--- src/rtl/dragonfang_pkg.sv ---
// Shared core types: functional-unit count and the result packet broadcast on the CDB.
package dragonfang_pkg;

  localparam int unsigned NUMBER_FUNCTIONAL_UNITS = 4;
  localparam int unsigned WRITEBACK_BUFFER_DEPTH  = 2;
  localparam int unsigned TAG_WIDTH               = 6;
  localparam int unsigned DATA_WIDTH              = 32;

  typedef struct packed {
    logic [TAG_WIDTH-1:0]  destination_tag;
    logic [DATA_WIDTH-1:0] data;
  } data_packet_t;

endpackage

--- src/rtl/result_fifo.sv ---
// Per-unit result FIFO; pointers carry one extra bit so full and empty are distinguishable.
module result_fifo
  import dragonfang_pkg::*;
#(
  parameter int unsigned DEPTH = WRITEBACK_BUFFER_DEPTH
) (
  input  logic         clock,
  input  logic         reset,
  input  logic         clear,
  input  logic         push,
  input  data_packet_t push_packet,
  input  logic         pop,
  output data_packet_t head_packet,
  output logic         empty,
  output logic         full
);

  localparam int unsigned PTR_W = $clog2(DEPTH);

  logic [PTR_W:0] wr_ptr_q, wr_ptr_d;
  logic [PTR_W:0] rd_ptr_q, rd_ptr_d;
  data_packet_t   mem_q [DEPTH];
  data_packet_t   mem_d [DEPTH];
  logic           push_en;
  logic           pop_en;

  assign empty       = (wr_ptr_q == rd_ptr_q);
  assign full        = (wr_ptr_q[PTR_W] != rd_ptr_q[PTR_W]) &&
                       (wr_ptr_q[PTR_W-1:0] == rd_ptr_q[PTR_W-1:0]);
  assign head_packet = mem_q[rd_ptr_q[PTR_W-1:0]];
  assign push_en     = push & ~full;
  assign pop_en      = pop & ~empty;

  // Next-state: write at tail, advance head; reset/clear empty the queue.
  always_comb begin
    mem_d    = mem_q;
    wr_ptr_d = wr_ptr_q;
    rd_ptr_d = rd_ptr_q;
    if (push_en) begin
      mem_d[wr_ptr_q[PTR_W-1:0]] = push_packet;
      wr_ptr_d = wr_ptr_q + (PTR_W+1)'(1);
    end
    if (pop_en) begin
      rd_ptr_d = rd_ptr_q + (PTR_W+1)'(1);
    end
    if (reset || clear) begin
      wr_ptr_d = '0;
      rd_ptr_d = '0;
    end
  end

  // State register.
  always_ff @(posedge clock) begin
    wr_ptr_q <= wr_ptr_d;
    rd_ptr_q <= rd_ptr_d;
    mem_q    <= mem_d;
  end

endmodule

--- src/rtl/writeback_arbiter.sv ---
// Round-robin writeback arbiter: buffers each unit's results and broadcasts one per cycle on the CDB.
module writeback_arbiter
  import dragonfang_pkg::data_packet_t;
  import dragonfang_pkg::WRITEBACK_BUFFER_DEPTH;
#(
  parameter int unsigned NUMBER_FUNCTIONAL_UNITS = dragonfang_pkg::NUMBER_FUNCTIONAL_UNITS,
  parameter int unsigned BUFFER_DEPTH            = WRITEBACK_BUFFER_DEPTH
) (
  input  logic                               clock,
  input  logic                               reset,
  input  logic                               flush,
  input  logic [NUMBER_FUNCTIONAL_UNITS-1:0] result_valid,
  input  data_packet_t                       result_packet [NUMBER_FUNCTIONAL_UNITS],
  output logic [NUMBER_FUNCTIONAL_UNITS-1:0] result_ready,
  output logic                               cdb_valid,
  output data_packet_t                       cdb_packet,
  output logic                               idle
);

  localparam int unsigned N     = NUMBER_FUNCTIONAL_UNITS;
  localparam int unsigned IDX_W = (N > 1) ? $clog2(N) : 1;

  logic [N-1:0]     fifo_empty;
  logic [N-1:0]     fifo_full;
  logic [N-1:0]     fifo_push;
  logic [N-1:0]     fifo_pop;
  data_packet_t     fifo_head [N];

  logic             grant_valid_c;
  logic [IDX_W-1:0] grant_idx_c;

  logic [IDX_W-1:0] last_grant_q, last_grant_d;
  logic             cdb_valid_q, cdb_valid_d;
  data_packet_t     cdb_packet_q, cdb_packet_d;

  // Readiness ignores same-cycle dequeue so a full FIFO never accepts.
  assign result_ready = ~fifo_full & {N{~reset}};

  for (genvar i = 0; i < N; i++) begin : g_fifo
    assign fifo_push[i] = result_valid[i] & result_ready[i] & ~flush;
    assign fifo_pop[i]  = grant_valid_c & (grant_idx_c == IDX_W'(i)) & ~flush;

    result_fifo #(
      .DEPTH (BUFFER_DEPTH)
    ) u_fifo (
      .clock       (clock),
      .reset       (reset),
      .clear       (flush),
      .push        (fifo_push[i]),
      .push_packet (result_packet[i]),
      .pop         (fifo_pop[i]),
      .head_packet (fifo_head[i]),
      .empty       (fifo_empty[i]),
      .full        (fifo_full[i])
    );
  end

  // Round-robin search starting just after the last granted unit.
  always_comb begin
    int unsigned cand;
    logic [IDX_W-1:0] cand_idx;
    grant_valid_c = 1'b0;
    grant_idx_c   = last_grant_q;
    cand          = 0;
    cand_idx      = '0;
    for (int unsigned k = 1; k <= N; k++) begin
      cand     = (32'(last_grant_q) + k) % N;
      cand_idx = IDX_W'(cand);
      if (!grant_valid_c && !fifo_empty[cand_idx]) begin
        grant_valid_c = 1'b1;
        grant_idx_c   = cand_idx;
      end
    end
  end

  // Output register and grant pointer; flush drops the grant but keeps last_grant.
  always_comb begin
    last_grant_d = last_grant_q;
    cdb_valid_d  = grant_valid_c;
    cdb_packet_d = cdb_packet_q;
    if (grant_valid_c) begin
      last_grant_d = grant_idx_c;
      cdb_packet_d = fifo_head[grant_idx_c];
    end
    if (flush) begin
      last_grant_d = last_grant_q;
      cdb_valid_d  = 1'b0;
      cdb_packet_d = cdb_packet_q;
    end
    if (reset) begin
      last_grant_d = IDX_W'(N - 1);
      cdb_valid_d  = 1'b0;
      cdb_packet_d = '0;
    end
  end

  // State register.
  always_ff @(posedge clock) begin
    last_grant_q <= last_grant_d;
    cdb_valid_q  <= cdb_valid_d;
    cdb_packet_q <= cdb_packet_d;
  end

  assign cdb_valid  = cdb_valid_q;
  assign cdb_packet = cdb_packet_q;
  assign idle       = (&fifo_empty) & ~cdb_valid_q;

endmodule

--- config.mk ---
export PLATFORM = sky130hd
export DESIGN_NAME = writeback_arbiter
export DESIGN_NICKNAME = d
export VERILOG_FILES = /design/src/rtl/dragonfang_pkg.sv /design/src/rtl/result_fifo.sv /design/src/rtl/writeback_arbiter.sv
export SDC_FILE = /design/constraint.sdc
export NUM_CORES = 1
export LEC_CHECK = 0
export BUFFER_PORTS_ARGS = -buffer_cell sky130_fd_sc_hd__clkbuf_2
export CAP_MARGIN = 20
export CORE_AREA = 2 2 159 192
export DETAILED_ROUTE_END_ITERATION = 10
export DIE_AREA = 0 0 161 194
export PLACE_DENSITY = 0.78
export SKIP_LAST_GASP = 1
export SLEW_MARGIN = 20
export SYNTH_ARGS = -nofsm -noshare
export SYNTH_HDL_FRONTEND = slang
export SYNTH_HIERARCHICAL = 1
export SYNTH_SLANG_ARGS = --single-unit
--- constraint.sdc ---
create_clock -name clock -period 5.2 [get_ports clock]
set_clock_uncertainty 0.05 [all_clocks]
set_input_delay 0.26 -clock clock [delete_from_list [all_inputs] [get_ports clock]]
set_output_delay 0.26 -clock clock [all_outputs]
set_load 0.05 [all_outputs]
==> After elaboration in Yosys (flattened, before gate mapping) <==
Index checks and enable logic that the tools add are counted.
{ "classes": {"n_addsub": 12, "n_reduce_logical": 21, "eq_ne": 15, "mux": 43, "order_cmp": 17, "bitwise": 47} }
{ "op_table": {"columns": ["cell", "n"], "rows": [
  ["38-bit 2-to-1 mux", 18],
  ["76-bit bitwise mux", 4],
  ["38-bit demux with 1-bit select", 4],
  ["38-bit binary-select mux with 2-bit select", 1],
  ["1-bit bitwise AND", 25],
  ["2-bit by 1-bit adder with 2-bit output (second input constant)", 10],
  ["2-bit >= comparator (second input constant)", 8],
  ["1-bit inverter with 2-bit output", 8],
  ["2-bit by 3-bit < comparator with 1-bit output (second input constant)", 4],
  ["1-bit logical AND", 11],
  ["1-bit inverter", 11],
  ["1-bit binary-select mux with 2-bit select", 4],
  ["2-bit equality test", 4],
  ["2-bit by 1-bit < comparator with 1-bit output (second input constant)", 4],
  ["1-bit 2-to-1 mux", 8],
  ["2-bit 2-to-1 mux", 4],
  ["1-bit logical NOT", 5],
  ["2-bit adder (second input constant)", 2],
  ["4-bit bitwise AND", 1],
  ["1-bit equality test", 4],
  ["2-bit equality test (second input constant)", 2],
  ["1-bit != test", 4],
  ["4-bit inverter", 1],
  ["4-bit AND reduction", 1],
  ["other kinds (7)", 7]
]} }
{ "word_totals": {"register_bits": 361, "inputBits": 159, "out_inout_bits": 44, "elab_cells": 183} }

==> Longest topological paths before layout <==
{ "depth": {"word_depth": 16, "depth_mapped": 13, "mapped_depth_nobuf": 9} }

==> Modules after synthesis <==
The synthesis kept the hierarchy.
{ "modules_own_cells": {"columns": ["module", "cells_each", "area_each_um2", "instances", "seq_area_each_um2"], "rows": [
  ["result_fifo", 148, 2987.9, 4, 2362.3],
  ["writeback_arbiter", 294, 2613.8, 1, 820.8]
]} }

==> Worst setup path after synthesis <==
Ideal clock, no wire load.
{ "synth_timing": {"path_type": "flip-flop to flip-flop", "startpoint": "register g_fifo[0].u_fifo.rd_ptr_q[0]", "endpoint": "register g_fifo[0].u_fifo/mem_q[0] in the netlist's numbering, enable pin", "n_path_buf": 2, "synth_period_minus_slack_ns": 4.004, "arrival_ns": 3.508, "required_ns": 4.704, "path_stages_with_launch": 8, "setup_ns": 0.446, "setup_slack_ns": 1.196, "cell_sequence": "dfxtp_1 -> buf_2 -> buf_4 -> xor2_1 -> nor2_1 -> nor4b_1 -> nand2_1 -> a21oi_1"} }
{ "synth_between": {"elab_chain_cells": 7, "word_cells_on_any_way": 8, "classes_between": "eq/ne (1); bitwise (6); reduce/logical (1)"} }
{ "synth_rtl": {"columns": ["element", "line", "rtl"], "rows": [
  ["start: declaration", "result_fifo.sv:21", "logic [PTR_W:0] rd_ptr_q, rd_ptr_d;"],
  ["start signal: assignment", "result_fifo.sv:55", "rd_ptr_q <= rd_ptr_d;"],
  ["1-bit equality test", "result_fifo.sv:29", "(wr_ptr_q[PTR_W-1:0] == rd_ptr_q[PTR_W-1:0]);"],
  ["1-bit logical AND", "result_fifo.sv:28", "assign full = (wr_ptr_q[PTR_W] != rd_ptr_q[PTR_W]) &&"],
  ["via fifo_full[0]", "writeback_arbiter.sv:24", "logic [N-1:0] fifo_full;"],
  ["4-bit inverter", "writeback_arbiter.sv:37", "assign result_ready = ~fifo_full & {N{~reset}};"],
  ["4-bit bitwise AND", "writeback_arbiter.sv:37", null],
  ["1-bit bitwise AND (2 in a row)", "writeback_arbiter.sv:40", "assign fifo_push[i] = result_valid[i] & result_ready[i] & ~flush;"],
  ["via fifo_push[0]", "writeback_arbiter.sv:25", "logic [N-1:0] fifo_push;"],
  ["1-bit bitwise AND", "result_fifo.sv:31", "assign push_en = push & ~full;"],
  ["end signal: assignment", "result_fifo.sv:56", "mem_q <= mem_d;"],
  ["end: declaration", "result_fifo.sv:22", "data_packet_t mem_q [DEPTH];"]
]} }
The timed path passes the listed nets, and every way through them passes these cells.
A chain may end at the register's enable or synchronous reset.

==> Final worst setup path <==
{ "layout_timing": {"startpoint": "register g_fifo[2].u_fifo.rd_ptr_q[1]", "endpoint": "register g_fifo[2].u_fifo/mem_q[47] in the netlist's numbering, enable pin"} }
{ "layout_between": {"elab_chain_cells": 7, "word_cells_on_any_way": 8, "classes_between": "eq/ne (1); bitwise (6); reduce/logical (1)"} }
{ "layout_rtl": {"columns": ["element", "line"], "rows": [
  ["start: declaration", "result_fifo.sv:21"],
  ["start signal: assignment", "result_fifo.sv:55"],
  ["1-bit != test", "result_fifo.sv:28"],
  ["1-bit logical AND", "result_fifo.sv:28"],
  ["via fifo_full[2]", "writeback_arbiter.sv:24"],
  ["4-bit inverter", "writeback_arbiter.sv:37"],
  ["4-bit bitwise AND", "writeback_arbiter.sv:37"],
  ["1-bit bitwise AND (2 in a row)", "writeback_arbiter.sv:40"],
  ["via fifo_push[2]", "writeback_arbiter.sv:25"],
  ["1-bit bitwise AND", "result_fifo.sv:31"],
  ["end signal: assignment", "result_fifo.sv:56"],
  ["end: declaration", "result_fifo.sv:22"]
]} }
The timed path passes the listed nets, and every way through them passes these cells.

==> impl_metrics.ini <==
[cells_and_area]
stdcell_area_um2 = 18620
syn_to_final_growth_pct = 27.81
fin_util_pct = 63.42
nets = 1406
nFillCells = 2111
drive_gt1_share_pct = 32.39

[sta]
finalCritPeriodShare_pct = 64.20
fin_crit_ps = 3338
setup_tns_ps = 0
timing.fmax_ghz = 0.2996
worst_hold_slack_ps = 134.7
hold_violations = 0
rsz0062_at_grt = no
max_slew_margin_pct = 29.24
setup_viol = 0
maxSlewViolCount = 0
tightest_slew_ps = 1061

[cts]
cts_tree = yes
clk_pin_slew_ps = 60
ctsLongestPathBuffers = 3
cts_setup_buffers = 0
numCtsBuffers = 35
clock_sinks = 361
htreeDepth = 2
cts-root-buf = clkbuf_16
clk_latency_ps = 500

[status]
outcome = finished clean

[synth]
synth_area_leader_cell = edfxtp_1
synth_area_leaders = edfxtp_1 63%, mux2_2 9.9%, dfxtp_1 7.8%
async_reset_ff_share_pct = 0
synth_area_um2 = 14570
avgSynthCellArea_um2 = 16.44
yosysUniqueCellTypes = 36
yosysWarnings = 6
ys_seq_area_share_pct = 70.51
synth_common_cells = 304 x edfxtp_1, 128 x mux2_2, 86 x nand2_1
synth_nets = 1045
synth.most_common_cell = edfxtp_1
ys.flop_type = edfxtp_1
syn_inst = 886
synth_edf_count = 304
ys_seq_elements = 361
synth_top_area_share_pct = 62.68

[worst_hold_path]
holdPathEnd = g_fifo[0].u_fifo/wr_ptr_q[0]
hold_depth = 3
hold_path.class = primary input to flip-flop
hold_start = result_valid[0]

[floorplan]
initial_utilization_pct = 49.62
core_area_um2 = 29350
die_h_um = 194
rows = 69
io_pins = 203
dieArea_um2 = 31230
die_x_um = 161

[setup_path]
critPathLaunchType = flip-flop
cpPeakStageDelay_ps = 980
arrival_ps = 3480
crit_type = flip-flop to flip-flop
cp_max_fo = 25
r2r_slack_ps = 1860
cp.required_ps = 5350
r2r_end = g_fifo[2].u_fifo/mem_q[47]
reg2reg_from = g_fifo[2].u_fifo/rd_ptr_q[1]
reg2reg_depth = 5
worstSetupEndpointType = flip-flop
path_cells = xnor2_1, nor2_1, nor4b_1, o211a_1, buf_4
slowest_stage = o211a_1

[grt]
grt_usage_pct = 21.45
grt_first_pass_wirelength_mm = 51.78
grt_max_degree = 47
grt-ovfl-total = 0
grt_pass1_vias = 9291
grt_antenna_before_repair = 2

[power]
p_clk_share_pct = 38.9
switchingPower_mw = 1.339
max-vdd-ir-drop_mv = 0.2256
p_int_mw = 4.802
power_density_nw_per_um2 = 329.9
seqPwrFrac_pct = 52.5
p_comb_share_pct = 8.6
p_leak_nw = 7.253
switching_share_pct = 21.81

[placement]
hpwl_mm = 21.65
dpl_cell_area_um2 = 16010
gp_congestion = 0.7708
numPortBuffers = 202

[detailed_routing]
drc = 0
ant_nets = 0
dr.pass1.iters = 5
detail_route.wl_per_cell_um = 20.42
drtIter0Drc = 630
num_vias = 8898
via_per_inst = 5.347
drt_wl_total_mm = 33.98

[flow_run]
max-cap-violations = 0
## power groups by stage
stage               registers, mW  logic (mW)  clock network (mW)
floorplan                    3.33       0.203                   0
global placement             3.28       0.421                   0
detailed placement           3.28       0.431                   0
CTS                          3.22       0.525                2.43
global route                 3.22       0.566                2.55
finish                       3.22       0.530                2.39
## per-layer routing
layer / share of wire [%] / global-route usage (%) / routed length [um]
met1: 42 / 27.83 / 14280
met2: 49 / 36.00 / 16630
met3: 5.1 / 3.636 / 1745
met4: 3.9 / 8.697 / 1328
met5: 0 / 0 / 0
## critical path: cells and delay by family (launching register included)
kind	cells	cell delay, ps
xor gates and xnor gates	1	350
and+or+nand+nor	2	890
DFF	1	360
AOI/OAI and AO/OA	1	980
buffers and inverters	1	390
## through the flow
step / power, mW / std cells / setup WS, ps
CTS: 6.174 / 1662 / 1851
detailed placement: 3.713 / 1448 / 1891
global placement: 3.700 / 1448 / 2087
floorplan: 3.537 / 886 / 1196
global route: 6.338 / 1664 / 1577
finish: 6.141 / 1664 / 1862
## registers in the layout, indices dropped and copies added (netlist names)
name / cells
g_fifo.u_fifo/mem_q: 304
g_fifo.u_fifo/wr_ptr_q: 8
cdb_valid: 1
g_fifo.u_fifo/rd_ptr_q: 8
cdb_packet: 38
last_grant_q: 2
## how the worst max path moves through the flow
stage | from | slack (ps) | cells after the start | end
after floorplan | g_fifo[0].u_fifo/rd_ptr_q[0] | 1200 | 7 | g_fifo[0].u_fifo/mem_q[0]
after global placement | g_fifo[3].u_fifo/wr_ptr_q[0] | 2090 | 6 | g_fifo[3].u_fifo/mem_q[3]
after detailed placement | g_fifo[2].u_fifo/rd_ptr_q[1] | 1890 | 5 | g_fifo[2].u_fifo/mem_q[47]
after CTS | g_fifo[2].u_fifo/rd_ptr_q[1] | 1850 | 5 | g_fifo[2].u_fifo/mem_q[46]
after global routing | g_fifo[2].u_fifo/rd_ptr_q[1] | 1580 | 5 | g_fifo[2].u_fifo/mem_q[46]
final | g_fifo[2].u_fifo/rd_ptr_q[1] | 1860 | 5 | g_fifo[2].u_fifo/mem_q[47]
## cell usage in the layout (no fill, tap or decap), drive strengths merged, types with 12 or more instances in the layout
master	instances
edfxtp	304
nand2	86
nor2	28
a32o	38
dfxtp	57
mux2i	85
mux2	152
clkbuf	256
dlygate4sd3	152
buf	17
a21oi	12
## kinds of logic (layout without fill, tap and decap cells)
group / after synthesis / in the layout / share of synthesized area (%)
flip-flops: 361 / 361 / 70.51
XOR/XNOR: 12 / 12 / 0.7216
AND/OR/NAND/NOR: 137 / 137 / 4.020
buffers and inverters: 55 / 441 / 2.148
AO/OA/AOI/OAI: 84 / 84 / 5.008
other: 0 / 2 / 0
multiplexers: 237 / 237 / 17.59
## final cells by class
class / count / area (um2) / area share (%)
clock inverter: 8 / 42.54 / 0.2285
timing repair buffer: 371 / 2685 / 14.42
antenna: 2 / 5.005 / 0.02689
sequential: 361 / 10270 / 55.20
clock buffer: 54 / 1040 / 5.585
tap: 390 / 488.0 / 2.621
inverter: 8 / 30.03 / 0.1613
multi-input combinational: 470 / 4050 / 21.76
## repair_timing
item                                   4_1_cts  5_1_grt
resized for setup                            0        0
endpoints found under the hold margin      304        0
hold buffers                               152        0
Power figures use the tool's default switching activity.
